--- config.mk ---
export PLATFORM = sky130hd
export DESIGN_NAME = cpu_stack_ctl
export DESIGN_NICKNAME = d
export VERILOG_FILES = /design/src/rtl/cpu_stack_ctl.sv
export SDC_FILE = /design/constraint.sdc
export NUM_CORES = 2
export LEC_CHECK = 0
export ABC_AREA = 0
export CORE_AREA = 2 2 316 193
export DETAILED_ROUTE_END_ITERATION = 10
export DIE_AREA = 0 0 318 195
export GPL_TIMING_DRIVEN = 1
export PLACE_DENSITY = 0.78
export SLEW_MARGIN = 0
export SYNTH_ARGS = -nofsm -noshare
export SYNTH_HDL_FRONTEND = slang
export SYNTH_SLANG_ARGS = --single-unit
--- constraint.sdc ---
create_clock -name clk -period 6.06 [get_ports clk]
set_clock_uncertainty 0.05 [all_clocks]
set_input_delay 0.909 -clock clk [delete_from_list [all_inputs] [get_ports clk]]
set_output_delay 0.909 -clock clk [all_outputs]
set_load 0.01 [all_outputs]
--- src/rtl/cpu_stack_ctl.sv ---
// rtl/cpu_stack_ctl.sv - operand stack controller: on-chip top-of-stack buffer with spill/fill to backing memory
module cpu_stack_ctl #(
  parameter int          DEPTH   = 8,
  parameter int          W       = 35,
  parameter logic [31:0] SP_BASE = 32'h0000_1000
) (
  input  logic         clk,
  input  logic         rst_b,
  input  logic         op_valid,
  input  logic [1:0]   op_pop,
  input  logic         op_push,
  input  logic [W-1:0] op_data,
  output logic         stall,
  output logic [W-1:0] tos0,
  output logic [W-1:0] tos1,
  output logic [3:0]   count,
  output logic         underflow,
  output logic         mem_req,
  output logic         mem_we,
  output logic [31:0]  mem_addr,
  output logic [W-1:0] mem_wdata,
  input  logic         mem_ack,
  input  logic [W-1:0] mem_rdata
);

  localparam int AW = (DEPTH > 1) ? $clog2(DEPTH) : 1;

  typedef enum logic [1:0] {IDLE, SPILL, FILL} state_t;

  state_t       state_q, state_d;
  logic [W-1:0] stk_q [DEPTH];
  logic [W-1:0] stk_n [DEPTH];
  logic [3:0]   count_q, count_n, kept;
  logic [31:0]  sp_q, mcnt;
  logic         need_fill, need_spill, accept, pop_short;
  int           src;

  assign mcnt       = sp_q - SP_BASE;
  assign pop_short  = {2'b00, op_pop} > count_q;
  assign need_fill  = pop_short && (mcnt != 32'd0);
  assign need_spill = (int'(count_q) - int'(op_pop) + int'(op_push)) > DEPTH;
  assign stall      = op_valid & ((state_q != IDLE) | need_fill | need_spill);
  assign accept     = op_valid & ~stall;

  assign count = count_q;
  assign tos0  = (count_q > 4'd0) ? stk_q[0] : '0;
  assign tos1  = (count_q > 4'd1) ? stk_q[1] : '0;

  always_ff @(posedge clk or negedge rst_b) begin
    if (!rst_b) state_q <= IDLE;
    else        state_q <= state_d;
  end

  always_comb begin
    state_d = state_q;
    case (state_q)
      IDLE: begin
        if (op_valid && need_spill)     state_d = SPILL;
        else if (op_valid && need_fill) state_d = FILL;
      end
      SPILL, FILL: if (mem_ack) state_d = IDLE;
      default: state_d = IDLE;
    endcase
  end

  // Entry 0 is the top; pops shift entries up, a push shifts down and lands at 0.
  always_comb begin
    src     = 0;
    kept    = pop_short ? 4'd0 : count_q - {2'b00, op_pop};
    count_n = kept + {3'b000, op_push};
    for (int i = 0; i < DEPTH; i++) begin
      src = op_push ? (i - 1 + int'(op_pop)) : (i + int'(op_pop));
      if (op_push && i == 0)        stk_n[i] = op_data;
      else if (src >= 0 && src < DEPTH) stk_n[i] = stk_q[AW'(src)];
      else                          stk_n[i] = '0;
    end
  end

  always_ff @(posedge clk or negedge rst_b) begin
    if (!rst_b) begin
      count_q   <= 4'd0;
      sp_q      <= SP_BASE;
      underflow <= 1'b0;
      mem_req   <= 1'b0;
      mem_we    <= 1'b0;
      mem_addr  <= 32'd0;
      mem_wdata <= '0;
      for (int i = 0; i < DEPTH; i++) stk_q[i] <= '0;
    end else begin
      case (state_q)
        IDLE: begin
          if (op_valid && need_spill) begin
            mem_req   <= 1'b1;
            mem_we    <= 1'b1;
            mem_addr  <= sp_q;
            mem_wdata <= stk_q[AW'(count_q - 4'd1)];
          end else if (op_valid && need_fill) begin
            mem_req  <= 1'b1;
            mem_we   <= 1'b0;
            mem_addr <= sp_q - 32'd1;
          end else if (accept) begin
            for (int i = 0; i < DEPTH; i++) stk_q[i] <= stk_n[i];
            count_q <= count_n;
            if (pop_short) underflow <= 1'b1;
          end
        end
        SPILL: if (mem_ack) begin
          mem_req <= 1'b0;
          sp_q    <= sp_q + 32'd1;
          count_q <= count_q - 4'd1;
        end
        FILL: if (mem_ack) begin
          mem_req                 <= 1'b0;
          stk_q[AW'(count_q)]     <= mem_rdata;
          sp_q                    <= sp_q - 32'd1;
          count_q                 <= count_q + 4'd1;
        end
        default: ;
      endcase
    end
  end

endmodule
# Word-level counts from Yosys, hierarchy flattened
# Cells that the tools add are included.
# totals
regBits	388
output_inout_bits	145
wordCells	195
# classes
n_addsub	17
order_cmp	31
eq_ne	9
muxes	76
bitwise	17
reduce_logical	29
# op_table
op	n
$mux W280	4
$mux W35	30
$bmux W35 S3	9
$pmux W280 S2	1
$mux W32	11
$bwmux W280	1
$ge A32 B1 Y1 const B	7
$lt A32 B5 Y1 const B	7
$demux W35 S3	1
$pmux W32 S2	1
$add A32 B1 Y32 const B	1
$ge A3 B4 Y1 const B	8
$reduce_bool A32 Y1	1
$sub A32 B1 Y32 const B	1
$sub A32 B13 Y32 const B	1
$mux W4	7
$not A3 Y3	8
$add A3 B2 Y4 const A	4
$logic_and A1 B1 Y1	12
$pmux W4 S3	1
$ne A2 B2 Y1 const B	5
$reduce_and A5 Y1	2
$reduce_bool A2 Y1	5
$ge A4 B4 Y1 const B	2
other kinds (33)	49

# Longest topological paths before layout
# logic_depth
depth_word	12
depth_mapped	15
depth_no_buf	13

# Worst setup path after synthesis
# OpenSTA, ideal clock, no wires.
# synth_path
path_type	input-to-reg
startpoint	input op_pop[0]
endpoint	register stk_q[100] (netlist bit)
setup_time_ns	0.127
arrival_ns	4.046
required_time_ns	5.883
path_slack_ns	1.836
path_stages	12
path_buffers	2
cell_sequence	ha_1 > inv_1 > fa_1 > clkbuf_1 > nor3_1 > nor4_1 > o41ai_1 > a31oi_1 > a311oi_4 > nand2_1 > buf_1 > mux2_1
# synth_via
elab_chain_len	11
word_cells_on_any_way	31
# synth_rtl
item	line	source
from (decl)	10	input logic [1:0] op_pop,
parallel branches: the longest is 11 deep, another holds $add A5 B2 Y6	--	
to (signal, indexed assignment)	114	stk_q[AW'(count_q)] <= mem_rdata;
to (decl)	31	logic [W-1:0] stk_q [DEPTH];
# Parallel ways; which one is timed is not known. The select of a mux whose other input is x is not followed.
# A chain may end at the register's enable or synchronous reset.

# Worst setup path in the final report
# layout_path
startpoint	input op_pop[1]
endpoint	output stall
# layout_via
elab_chain_len	5
word_cells_on_any_way	8
# layout_rtl
item	line	source
$sub A4 B2 Y5 or $gt A2 B4 Y1 (tied branches)	41, 39	
$add A5 B2 Y6 or $logic_and A1 B1 Y1 (tied branches)	41, 40	
$gt A6 B5 Y1 or $or A1 B1 Y1 (tied branches)	41, 42	
$or A1 B1 Y1 (*)	42	assign stall = op_valid & ((state_q != IDLE) | need_fill | need_spill);
$and A1 B1 Y1 (*)	42	
to (decl)	13	output logic stall,
# Every way passes the cells marked *; elsewhere a longest branch is shown, timed or not.

==> metrics list <==
- For the pin with the worst max-slew slack, the measured transition is between 1 and 1.5 ns.
- Maximum root-to-sink buffer count: 3
* Netlist Area Pre-Place: 0.0293 sq mm
- For this design the ratio of total power to cell area is around 510 mW/mm^2.
- Using the TritonRoute via totals, the vias-per-cell ratio works out to between 7 and 8.
* Wire length of the first global-routing pass: ~160000 um
- Of the total power, the share spent switching nets is 46.4%.
- Leaving out fill and tap cells, the most frequent cell in the layout is sky130_fd_sc_hd__dfrtp_1.
- The die covers roughly 0.062 sq mm.
- The area growth from synthesis to layout is 15.1%.
* Leakage component of the power: about 15 nW
- Count of max-cap constraint violations: 0
- Net load switching power: ~8.0 mW
- After clock tree synthesis, the clock-pin slew on the worst setup and hold paths is around 0.06 ns.
* Post-synth ARST share: 100%
- Post-DP HPWL: between 60000 and 70000 um
- #FFs+latches synth: 388
- The path class of the tightest hold or removal check is in -> async.
* Placeable core area: approximately 0.06 sq mm
- Internal Power: roughly 9.2 mW
- Root Buffer Master: sky130_fd_sc_hd__clkbuf_16
* Maximum fanout along the worst path: 6
- Worst slew margin relative to its limit: a little under a quarter
* DRT antenna net count: 0
- Port Buf Inserts: between 200 and 250
- The total count of hold-check failures in the final report is 0.
- Resize count post-CTS: 0
* Post-CTS setup buffer count: 0
* # rows: 69
* Main synth FF type: sky130_fd_sc_hd__dfrtp_1
- Final slew viol count: 0
- Outcome: finished, final reports clean
- In the final timing run, aggregate negative setup slack is 0 ns.
- Combinational fraction of design power: between 50% and 60%
- DRT Pass-1 Iters: 7
- Sequential elements use between 30% and 40% of the synthesized area.
* Type of destination of the critical path: output pin
- H-tree Lvls: 2
- Overall Global Routing Usage: 32.6%
- After clock tree synthesis, the flow added hold-fix buffers numbering 0.
- Part of the power in registers: between 20% and 30%
- The clock net in this run drives a total of 388 sinks.
- Initial detailed-routing violation count: 3625
* Min Tclk post-route: between 5 and 6 ns
- In the layout the commonest cells are sky130_fd_sc_hd__dfrtp_1 (386), sky130_fd_sc_hd__nand2_1 (369), sky130_fd_sc_hd__mux2i_1 (322).
* Yosys cell types: 65
* Vias in the first global route: around 26k
- Once the floorplan was initialized, standard cells occupied between 40% and 50% of the core.
- Num CTS Buffers: 43
- CP required: between 5 and 6 ns
- For this block, the routed nets add up to between 100000 and 150000 um of wire.
- VDD sags by at most between 600 and 700 uV.
- Of the available clock period, the critical path in the final layout requires between 90% and 100%.
- Overall via count from detail_route: ~26k
- Routability congestion estimate: 0.941
- Worst Path Arrival: between 4 and 5 ns
- Based on the critical path, the design can be clocked at up to about 170 MHz.
- Layout cells sized above 1: around 18%
- Summed over all layers, the global routing overflow is 0.
- Remaining routing DRC violations: 0
- Entering global routing, the biggest net connects around 140 pins.
* Final #Nets: about 3.0k
- Setup violations remaining at the end of the flow were counted as 0.
- The worst setup path is launched from an input pin.
* Clock group share of total power: between 10% and 20%
- Counting every instance in the synthesized netlist gives 2829.
- Fillers: between 4k and 5k
* Synth Area per Inst: ~10 sq um
* Crit path kind: in -> out
* Placement-stage worst setup slack: slightly below 0.4 ns
* TritonCTS clock tree: built
- Later-pin clock latency in the skew report: around 0.59 ns
* Post-synth net total: 2924
* Synth warnings: 0
- Unrepaired setup endpoints after global routing: false
- Once routing completed, OpenROAD measured the worst setup slack at approximately 0.31 ns.
* Routed length per placed instance: 27.9 um
* Overall die width: between 300 and 400 um
- FF-to-FF setup slack: 1.35 ns
- Measured along the y axis, the die boundary spans ~200 um.
* Count of flip-flops with a built-in enable after synthesis: 0
- approximately 220 I/O pins were placed.
- Antenna violations before repair: 4
-- final cells by class --
type | instances | area [sq um] | area share [%]
Antenna cell | 3 | 7.51 | 0.0223
Clock buffer | 64 | 1280 | 3.81
Clock inverter | 12 | 92.6 | 0.274
Inverter | 19 | 71.3 | 0.211
Multi-Input combinational cell | 2144 | 18700 | 55.3
Sequential cell | 388 | 9710 | 28.8
Tap cell | 781 | 977 | 2.90
Timing Repair Buffer | 290 | 2920 | 8.66
-- flip-flops by register name, indices dropped and copies added (netlist names) --
name,flops
mem_req,1
sp_q,32
state_q,2
mem_we,1
mem_addr,32
mem_wdata,35
underflow,1
stk_q,280
count,4
-- critical path, cell delays in order --
cell and delay [ns]:
sky130_fd_sc_hd__clkdlybuf4s50_1 0.63, sky130_fd_sc_hd__inv_1 0.16, sky130_fd_sc_hd__fa_1 0.59, sky130_fd_sc_hd__ha_1 0.30, sky130_fd_sc_hd__nor4bb_1 0.29, sky130_fd_sc_hd__a21oi_1 0.09, sky130_fd_sc_hd__o31a_1 0.30, sky130_fd_sc_hd__a31oi_1 0.50
sky130_fd_sc_hd__a21oi_1 0.22, sky130_fd_sc_hd__a21oi_1 0.23, sky130_fd_sc_hd__clkdlybuf4s50_1 0.58
-- per-stage QoR --
stage | instance area [sq um] | hold slack, ns | util, % | power, mW | cells
2_1_floorplan | 29300 | 0.453 | - | 10.5 | 2829
3_3_place_gp | 32400 | 0.417 | 55.0 | 13.8 | 3622
3_5_place_dp | 32400 | 0.421 | 55.0 | 14.2 | 3622
4_1_cts | 33700 | 0.263 | 57.4 | 16.9 | 3698
5_1_grt | 33700 | 0.289 | 57.4 | 17.8 | 3700
6_report | 33700 | 0.233 | 57.4 | 17.2 | 3701
-- worst paths after layout --
path	from	endpoint	cells past startpoint
min in group clk	mem_wdata[6]	mem_wdata[6]	2
worst min-delay path	rst_b	mem_wdata[5]	1
worst min register to register	mem_wdata[6]	mem_wdata[6]	2
worst max-delay path	op_pop[1]	stall	11
max in group asynchronous	rst_b	count[0]	2
worst max register to register	count[0]	stk_q[165]	14
-- Yosys cell counts, types with 4 or more instances --
cell | n | area [sq um]
sky130_fd_sc_hd__o31ai_1 | 4 | 30.0
sky130_fd_sc_hd__nor3_1 | 30 | 150
sky130_fd_sc_hd__a22oi_1 | 37 | 278
sky130_fd_sc_hd__o21ai_0 | 152 | 761
sky130_fd_sc_hd__nor2b_1 | 73 | 457
sky130_fd_sc_hd__nor2_1 | 51 | 191
sky130_fd_sc_hd__nand4_1 | 16 | 100
sky130_fd_sc_hd__and3_1 | 6 | 37.5
sky130_fd_sc_hd__a21oi_1 | 57 | 285
sky130_fd_sc_hd__nand2b_1 | 6 | 37.5
sky130_fd_sc_hd__a22o_1 | 104 | 911
sky130_fd_sc_hd__ha_1 | 17 | 213
sky130_fd_sc_hd__o22ai_1 | 106 | 663
sky130_fd_sc_hd__mux2i_1 | 323 | 3230
sky130_fd_sc_hd__inv_1 | 16 | 60.1
sky130_fd_sc_hd__xnor2_1 | 47 | 412
sky130_fd_sc_hd__mux2_1 | 83 | 935
sky130_fd_sc_hd__clkbuf_1 | 204 | 766
sky130_fd_sc_hd__dfrtp_1 | 387 | 9680
sky130_fd_sc_hd__mux2_2 | 128 | 1440
sky130_fd_sc_hd__o211ai_1 | 4 | 30.0
sky130_fd_sc_hd__a211oi_1 | 37 | 278
sky130_fd_sc_hd__buf_1 | 65 | 244
sky130_fd_sc_hd__or3_1 | 8 | 50.1
sky130_fd_sc_hd__and2_1 | 42 | 263
sky130_fd_sc_hd__nor4_1 | 12 | 75.1
sky130_fd_sc_hd__nor3b_1 | 6 | 45.0
sky130_fd_sc_hd__nand3_1 | 106 | 531
sky130_fd_sc_hd__mux4_2 | 210 | 4730
sky130_fd_sc_hd__nand2_1 | 375 | 1410
sky130_fd_sc_hd__a32oi_1 | 38 | 333
sky130_fd_sc_hd__xor2_1 | 20 | 175
sky130_fd_sc_hd__buf_2 | 9 | 45.0
-- layer usage --
metal / routed length, um / track usage (%) / vias up
met5: 0 / 0 / -
met2: 44900 / 48.1 / 2168
met1: 38800 / 44.3 / 12965
met4: 5340 / 15.9 / 0
met3: 14200 / 9.23 / 487
li1: - / - / 10850
-- power groups by stage --
stage | registers (mW) | clock network [mW] | logic [mW]
global route | 4.49 | 2.79 | 10.6
CTS | 4.33 | 2.68 | 9.86
finish | 4.41 | 2.68 | 10.1
floorplan | 4.04 | 0 | 6.43
detailed placement | 4.37 | 0 | 9.81
global placement | 4.26 | 0 | 9.55
-- cell families (layout without fill, tap and decap cells) --
group                    count (synthesis)  after routing  synth area share, %
adder cells (fa/ha/maj)                 18             18                0.794
buffers and inverters                  297            385                 3.84
flip-flops                             388            388                 33.1
AND/OR/NAND/NOR                        749            749                 12.0
AO/OA/AOI/OAI                          566            566                 13.0
other                                    0              3                    0
multiplexers                           744            744                 35.3
XOR/XNOR                                67             67                 2.00
(Power assumes the default switching activity.)
